[src/rtl/zigzag_pingpong.sv]
// Double-buffered 8x8 zigzag/raster coefficient reorder (MODE 0 fwd, 1 inv).
// Define ZIGZAG_RUNLEN_EN to add the out_run zero-run output.
module zigzag_pingpong #(
  parameter int COEF_W = 12,
  parameter int MODE   = 0
) (
  input  logic              clk,
  input  logic              reset,
  input  logic              in_valid,
  output logic              in_ready,
  input  logic [COEF_W-1:0] in_data,
  output logic              out_valid,
  input  logic              out_ready,
  output logic [COEF_W-1:0] out_data,
  output logic [5:0]        out_idx,
  output logic              out_last
`ifdef ZIGZAG_RUNLEN_EN
  ,
  output logic [5:0]        out_run
`endif
);

  localparam logic [5:0] ZZ [64] = '{
    6'd0,  6'd1,  6'd8,  6'd16, 6'd9,  6'd2,  6'd3,  6'd10,
    6'd17, 6'd24, 6'd32, 6'd25, 6'd18, 6'd11, 6'd4,  6'd5,
    6'd12, 6'd19, 6'd26, 6'd33, 6'd40, 6'd48, 6'd41, 6'd34,
    6'd27, 6'd20, 6'd13, 6'd6,  6'd7,  6'd14, 6'd21, 6'd28,
    6'd35, 6'd42, 6'd49, 6'd56, 6'd57, 6'd50, 6'd43, 6'd36,
    6'd29, 6'd22, 6'd15, 6'd23, 6'd30, 6'd37, 6'd44, 6'd51,
    6'd58, 6'd59, 6'd52, 6'd45, 6'd38, 6'd31, 6'd39, 6'd46,
    6'd53, 6'd60, 6'd61, 6'd54, 6'd47, 6'd55, 6'd62, 6'd63
  };

  logic [COEF_W-1:0] bank_q [2][64];

  logic [1:0] full_q, full_d;
  logic       wr_sel_q, wr_sel_d;
  logic       rd_sel_q, rd_sel_d;
  logic [5:0] wr_cnt_q, wr_cnt_d;
  logic [5:0] rd_cnt_q, rd_cnt_d;

  logic       wr_fire;
  logic       rd_fire;
  logic [5:0] wr_addr;
  logic [5:0] rd_addr;

  assign in_ready  = !full_q[wr_sel_q];
  assign out_valid = full_q[rd_sel_q];
  assign wr_fire   = in_valid && in_ready;
  assign rd_fire   = out_valid && out_ready;

  // Only one side goes through the zigzag table, chosen by MODE.
  assign wr_addr = (MODE == 0) ? wr_cnt_q : ZZ[wr_cnt_q];
  assign rd_addr = (MODE == 0) ? ZZ[rd_cnt_q] : rd_cnt_q;

  assign out_data = bank_q[rd_sel_q][rd_addr];
  assign out_idx  = rd_cnt_q;
  assign out_last = (rd_cnt_q == 6'd63);

  always_comb begin
    full_d   = full_q;
    wr_sel_d = wr_sel_q;
    rd_sel_d = rd_sel_q;
    wr_cnt_d = wr_cnt_q;
    rd_cnt_d = rd_cnt_q;
    if (wr_fire) begin
      wr_cnt_d = wr_cnt_q + 6'd1;
      if (wr_cnt_q == 6'd63) begin
        full_d[wr_sel_q] = 1'b1;
        wr_sel_d         = !wr_sel_q;
      end
    end
    // Write never targets a full bank, so this clear hits the other bit.
    if (rd_fire) begin
      rd_cnt_d = rd_cnt_q + 6'd1;
      if (out_last) begin
        full_d[rd_sel_q] = 1'b0;
        rd_sel_d         = !rd_sel_q;
      end
    end
  end

  always_ff @(posedge clk or negedge reset) begin
    if (!reset) begin
      full_q   <= 2'b00;
      wr_sel_q <= 1'b0;
      rd_sel_q <= 1'b0;
      wr_cnt_q <= 6'd0;
      rd_cnt_q <= 6'd0;
    end else begin
      full_q   <= full_d;
      wr_sel_q <= wr_sel_d;
      rd_sel_q <= rd_sel_d;
      wr_cnt_q <= wr_cnt_d;
      rd_cnt_q <= rd_cnt_d;
    end
  end

  always_ff @(posedge clk) begin
    if (wr_fire) begin
      bank_q[wr_sel_q][wr_addr] <= in_data;
    end
  end

`ifdef ZIGZAG_RUNLEN_EN
  logic [5:0] run_q, run_d;

  always_comb begin
    run_d = run_q;
    if (rd_fire) begin
      if (out_last) begin
        run_d = 6'd0;
      end else if (out_data == '0) begin
        run_d = run_q + 6'd1;
      end else begin
        run_d = 6'd0;
      end
    end
  end

  always_ff @(posedge clk or negedge reset) begin
    if (!reset) begin
      run_q <= 6'd0;
    end else begin
      run_q <= run_d;
    end
  end

  assign out_run = run_q;
`endif

endmodule

[config.mk]
export PLATFORM = sky130hd
export DESIGN_NAME = zigzag_pingpong
export DESIGN_NICKNAME = d
export VERILOG_FILES = /design/src/rtl/zigzag_pingpong.sv
export SDC_FILE = /design/constraint.sdc
export NUM_CORES = 2
export LEC_CHECK = 0
export CORE_ASPECT_RATIO = 1.75
export CORE_UTILIZATION = 41
export DETAILED_ROUTE_END_ITERATION = 12
export PLACE_DENSITY = 0.55
export REMOVE_ABC_BUFFERS = 1
export SYNTH_ARGS = -nofsm -noshare
export SYNTH_HDL_FRONTEND = slang
export SYNTH_SLANG_ARGS = --single-unit
[constraint.sdc]
create_clock -name clk -period 4.82 [get_ports clk]
set_input_delay 0.723 -clock clk [delete_from_list [all_inputs] [get_ports clk]]
set_output_delay 0.723 -clock clk [all_outputs]
set_load 0.05 [all_outputs]
# Word-level counts from Yosys, hierarchy flattened
# Memory sizes are Yosys's and may differ from the RTL's.
# Cells that the tools add are included.
# word_totals
reg_bits,16
ramBits,1536
rom_bits,384
input_bits,16
output_inout_bits,21
elab_cells,56
n_memories,2
# mem_list
name,depth,word_bits,rd,rd_ports_with_merged_regs,wr,line,text
bank_q,2,768,1,0,1,34,logic [COEF_W-1:0] bank_q [2][64];
(name not given),64,6,1,0,0,54,assign rd_addr = (MODE == 0) ? ZZ[rd_cnt_q] : rd_cnt_q;
# classes
addsub,2
order_cmp,8
n_eq_ne,2
mux,21
bitwise_logic,6
n_reduce_logical,10
# op_table
operator,count
$mux 768,1
$bmux 12 s6,1
$demux 12 s6,1
$mux 12,3
$ge 7x7->1 const B,3
$not 6->7,3
$add 6x1->6 const B,2
$eq 6x6->1 const B,2
$mux 6,2
$mux 2,4
$lt 7x1->1 const B,1
$mux 1,7
$logic_and 1x1->1,5
$lt 1x2->1 const B,2
$reduce_and 2->1,2
$logic_not 1->1,3
$and 2x2->2,1
$demux 1 s1,2
$ge 1x1->1 const B,2
$not 2->2,1
$or 2x2->2,1

# Longest topological paths before layout
# logic_depth
depth_word,10
depth_mapped,17
depth_no_buf,12

# Worst setup path before layout
# OpenSTA, ideal clock, no wires.
# synth_timing
path_kind,register -> output
start,register rd_cnt_q[0] (netlist: out_idx[0])
end,output out_data[10]
arrival_ns,5.099
t_required_ns,4.097
slack_ns,-1.002
path_stages_with_launch,16
n_path_buf,4
path_cell_list,dfrtp_1 -> buf_2 -> inv_1 -> ha_1 -> nand2b_1 -> o21a_1 -> or4_1 -> and2_1 -> buf_6 -> buf_6 -> or3_1 -> buf_2 -> a21oi_1 -> nor3_1 -> a211o_1 -> nor4_1
# synth_between
elab_chain_len,8
# synth_lines
item,line,text
from (decl),40,"logic [5:0] rd_cnt_q, rd_cnt_d;"
from (signal assigned),95,rd_cnt_q <= rd_cnt_d;
$not 6->7 (not written as such),54,
$mem_v2 64x6,-,
$mux 6 (not written as such) (2 in series),54,
$not 6->7 (not written as such),56,assign out_data = bank_q[rd_sel_q][rd_addr];
$bmux 12 s6,56,
$mux 12 (not written as such) (2 in series),56,
to (decl),14,"output logic [COEF_W-1:0] out_data,"
# Every way passes these cells. The select of a mux whose other input is x is not followed.

# Final worst setup path
# layout_timing
start,register rd_cnt_q[1] (netlist: out_idx[1])
end,output out_data[6]
# Same word-level chain as after synthesis.

==> impl_metrics.tcl <==
set metrics [dict create \
    vias_per_cell 5.69 \
    ys_warn_count 0 \
    required_ns 4.10 \
    rsz0062_at_grt "true" \
    postCtsHoldBufs 0 \
    p_comb_frac 0.436 \
    critPathMaxStageDelay_ns 0.55 \
    cts_buffer_depth 3 \
    die_area_um2 151000 \
    fmax_mhz 186 \
    routed_wl_um 178000 \
    total_power_uw 46900 \
    grt_pass1_wl_um 254000 \
    nFillCells 12200 \
    ctsRootBufferMaster "clkbuf_16" \
    fin_crit_ns 5.37 \
    area_growth_pct 20.8 \
    drc_errors 0 \
    status "finished with violations" \
    synthFlopType "edfxtp_1" \
    cts_tree "yes" \
    cp-start-kind "flip-flop" \
    worstMarginPinSlew_ns 1.18 \
    setup_violations 12 \
    path_cells "inv_2, buf_4, ha_2, nor2b_1, o21ai_1, or4b_4, and2_4, buf_6, buf_16, nand2_8, a21oi_2, or4_1, o31a_1, nor4b_4, buf_4, buf_12" \
    maxSlewHeadroom 0.212 \
    fp.coreArea_um2 148000 \
    synth_cell_types 64 \
    synth_area_per_cell_um2 17.6 \
    violations "negative setup slack" \
    postSynth.asyncResetShare 0.0103 \
    p_leak_uw 0.0237 \
    pin_count 37 \
    final_cell_mix "1536 x edfxtp_1, 428 x nand2_1, 365 x buf_4, 215 x mux2i_1, 190 x mux4_2" \
    antenna_found_initial 2 \
    rows 187 \
    num_vias 34200 \
    portBuffers 36 \
    synth-seq-cells 1552 \
    synthCells 3482 \
    layout-drive-gt1-share 0.277 \
    clk_transition_reported_paths_ns 0.07 \
    cts.sinks 1552 \
    arrival_ns 4.64 \
    p_clk_frac 0.239 \
    critPathKind "reg -> out" \
    p_sw_uw 16900 \
    swShare 0.360 \
    slowest_stage "or4_1" \
    setup_ws_ns -0.546 \
    power_frac_seq 0.325 \
    grt_max_degree 101 \
    yosysSeqAreaShare 0.761 \
    p_int_uw 30000 \
    drv_cap 0 \
    clkLatencyLatePin_ns 0.78 \
    die_w_um 294 \
    crit_top_cell "buf_4" \
    hp-class "in -> reg" \
    antenna_left 0 \
    htreeDepth 4 \
    routabilityCongestion 0.882 \
    cts_buffers 140 \
    grt.overflow.total 0 \
    grt_pass1_vias 34800 \
    synth_edf_count 1536 \
    firstDrtPassIters 5 \
    wl_per_cell_um 29.6 \
    dp_slack_ns -0.284 \
    final_common_cell "edfxtp_1" \
    place_hpwl_um 111000 \
    post-route-period-util 1.11 \
    end_kind "primary output" \
    vdd_ir_drop_max_mv 0.886 \
    start_util 0.413 \
    final_nets 3954 \
    track_usage 0.237 \
    drv_slew 0 \
    dieHeight_um 513 \
    crit_fanout 7 \
    drt_iter0_drc 2914 \
    hold_viol 0 \
    syn_area_um2 61200 \
    skew_ns 0.0276 \
    powerDensity_nw_per_um2 635 \
]
registers in the layout (all words and copies together), names as in the netlist:
register,cells
rd_sel_q,1
wr_addr,6
wr_sel_q,1
out_idx,6
full_q,2
bank_q,1536
through the flow:
step	hold WS, ns	utilization	TNS [ns]	cells	cell area (µm²)
2_1_floorplan	0.427	-	-254.86	3265	60100
3_3_place_gp	0.501	0.449	-1.45	5669	66500
3_5_place_dp	0.515	0.449	-1.32	5669	66500
4_1_cts	0.311	0.493	-6.68	5977	73000
5_1_grt	0.322	0.499	-7.55	6015	73900
6_report	0.354	0.499	-5.97	6016	73900
cells by family after synthesis:
family          count (synthesis)  synth area share
flops                        1552             0.761
fa+ha+maj                      16           0.00327
buf+inv                       228            0.0186
compound gates                423            0.0486
mux                           413             0.107
xor+xnor                       11           0.00158
simple gates                  839            0.0606
cell usage after synthesis (24+ instances only):
cell type,number,share of area
o22a_1,24,0.0034
nand3_1,63,0.0052
clkbuf_1,96,0.0059
nor2_1,158,0.0097
a31oi_1,35,0.0036
nor3_1,50,0.0041
o221ai_1,24,0.0034
a32oi_1,72,0.010
edfxtp_1,1536,0.75
a21oi_1,109,0.0089
buf_2,57,0.0047
mux2i_1,218,0.036
and3_1,30,0.0031
nand2_1,453,0.028
buf_4,27,0.0033
o22ai_1,36,0.0037
mux4_2,190,0.070
critical path: cells and delay by family (launching register included):
| family | cells | cell delay [ns] |
|---|---|---|
| buffers and inverters | 6 | 0.84 |
| and+or+nand+nor | 6 | 1.87 |
| DFF | 1 | 0.36 |
| adders and majority gates | 1 | 0.20 |
| AOI/OAI and AO/OA | 3 | 0.55 |
area by class of cell:
| class | count | area [µm²] | share of cell area |
|---|---|---|---|
| clock inverter | 87 | 885 | 0.0120 |
| tap | 1984 | 2480 | 0.0336 |
| sequential | 1552 | 46500 | 0.630 |
| timing repair buffer | 514 | 5540 | 0.0750 |
| multi-input combinational | 1703 | 14800 | 0.200 |
| antenna | 2 | 5.00 | 0.0000677 |
| inverter | 11 | 41.3 | 0.000559 |
| clock buffer | 163 | 3590 | 0.0486 |
power groups by stage:
stage	clock network (µW)	logic, µW	registers, µW
CTS	11400	19300	15300
finish	11200	20500	15300
detailed placement	0	16400	15500
global route	11800	21200	15300
floorplan	0	6740	15600
global placement	0	16400	15500
timing repair:
| item | 4_1_cts | 5_1_grt |
|---|---|---|
| setup endpoints to repair | 12 | 12 |
| pin swaps | 51 | 54 |
| resized for setup | 250 | 98 |
| setup buffers | 41 | 38 |
| gates cloned | 19 | 3 |
per-layer routing:
| metal | part of all wire | track usage |
|---|---|---|
| met1 | 0.37 | 0.279 |
| met2 | 0.53 | 0.425 |
| met3 | 0.047 | 0.0310 |
| met4 | 0.051 | 0.112 |
| met5 | 0.000073 | 0 |
final timing paths:
check                                  startpoint                        to  slack (ns)  cells after the start
min in group asynchronous                   reset    out_idx[0]$_DFFE_PN0P_        0.50                      1
hold / removal                         in_data[9]  bank_q[1][213]$_DFFE_PP_        0.35                      1
max in group asynchronous                   reset      rd_sel_q$_DFFE_PN0P_        3.58                      1
setup reg to reg             wr_sel_q$_DFFE_PN0P_  bank_q[0][295]$_DFFE_PP_        1.90                      4
hold reg to reg               full_q[0]$_DFF_PN0_       full_q[0]$_DFF_PN0_        0.52                      1
setup / recovery           out_idx[1]$_DFFE_PN0P_               out_data[6]       -0.55                     16
Power figures use the tool's default switching activity.
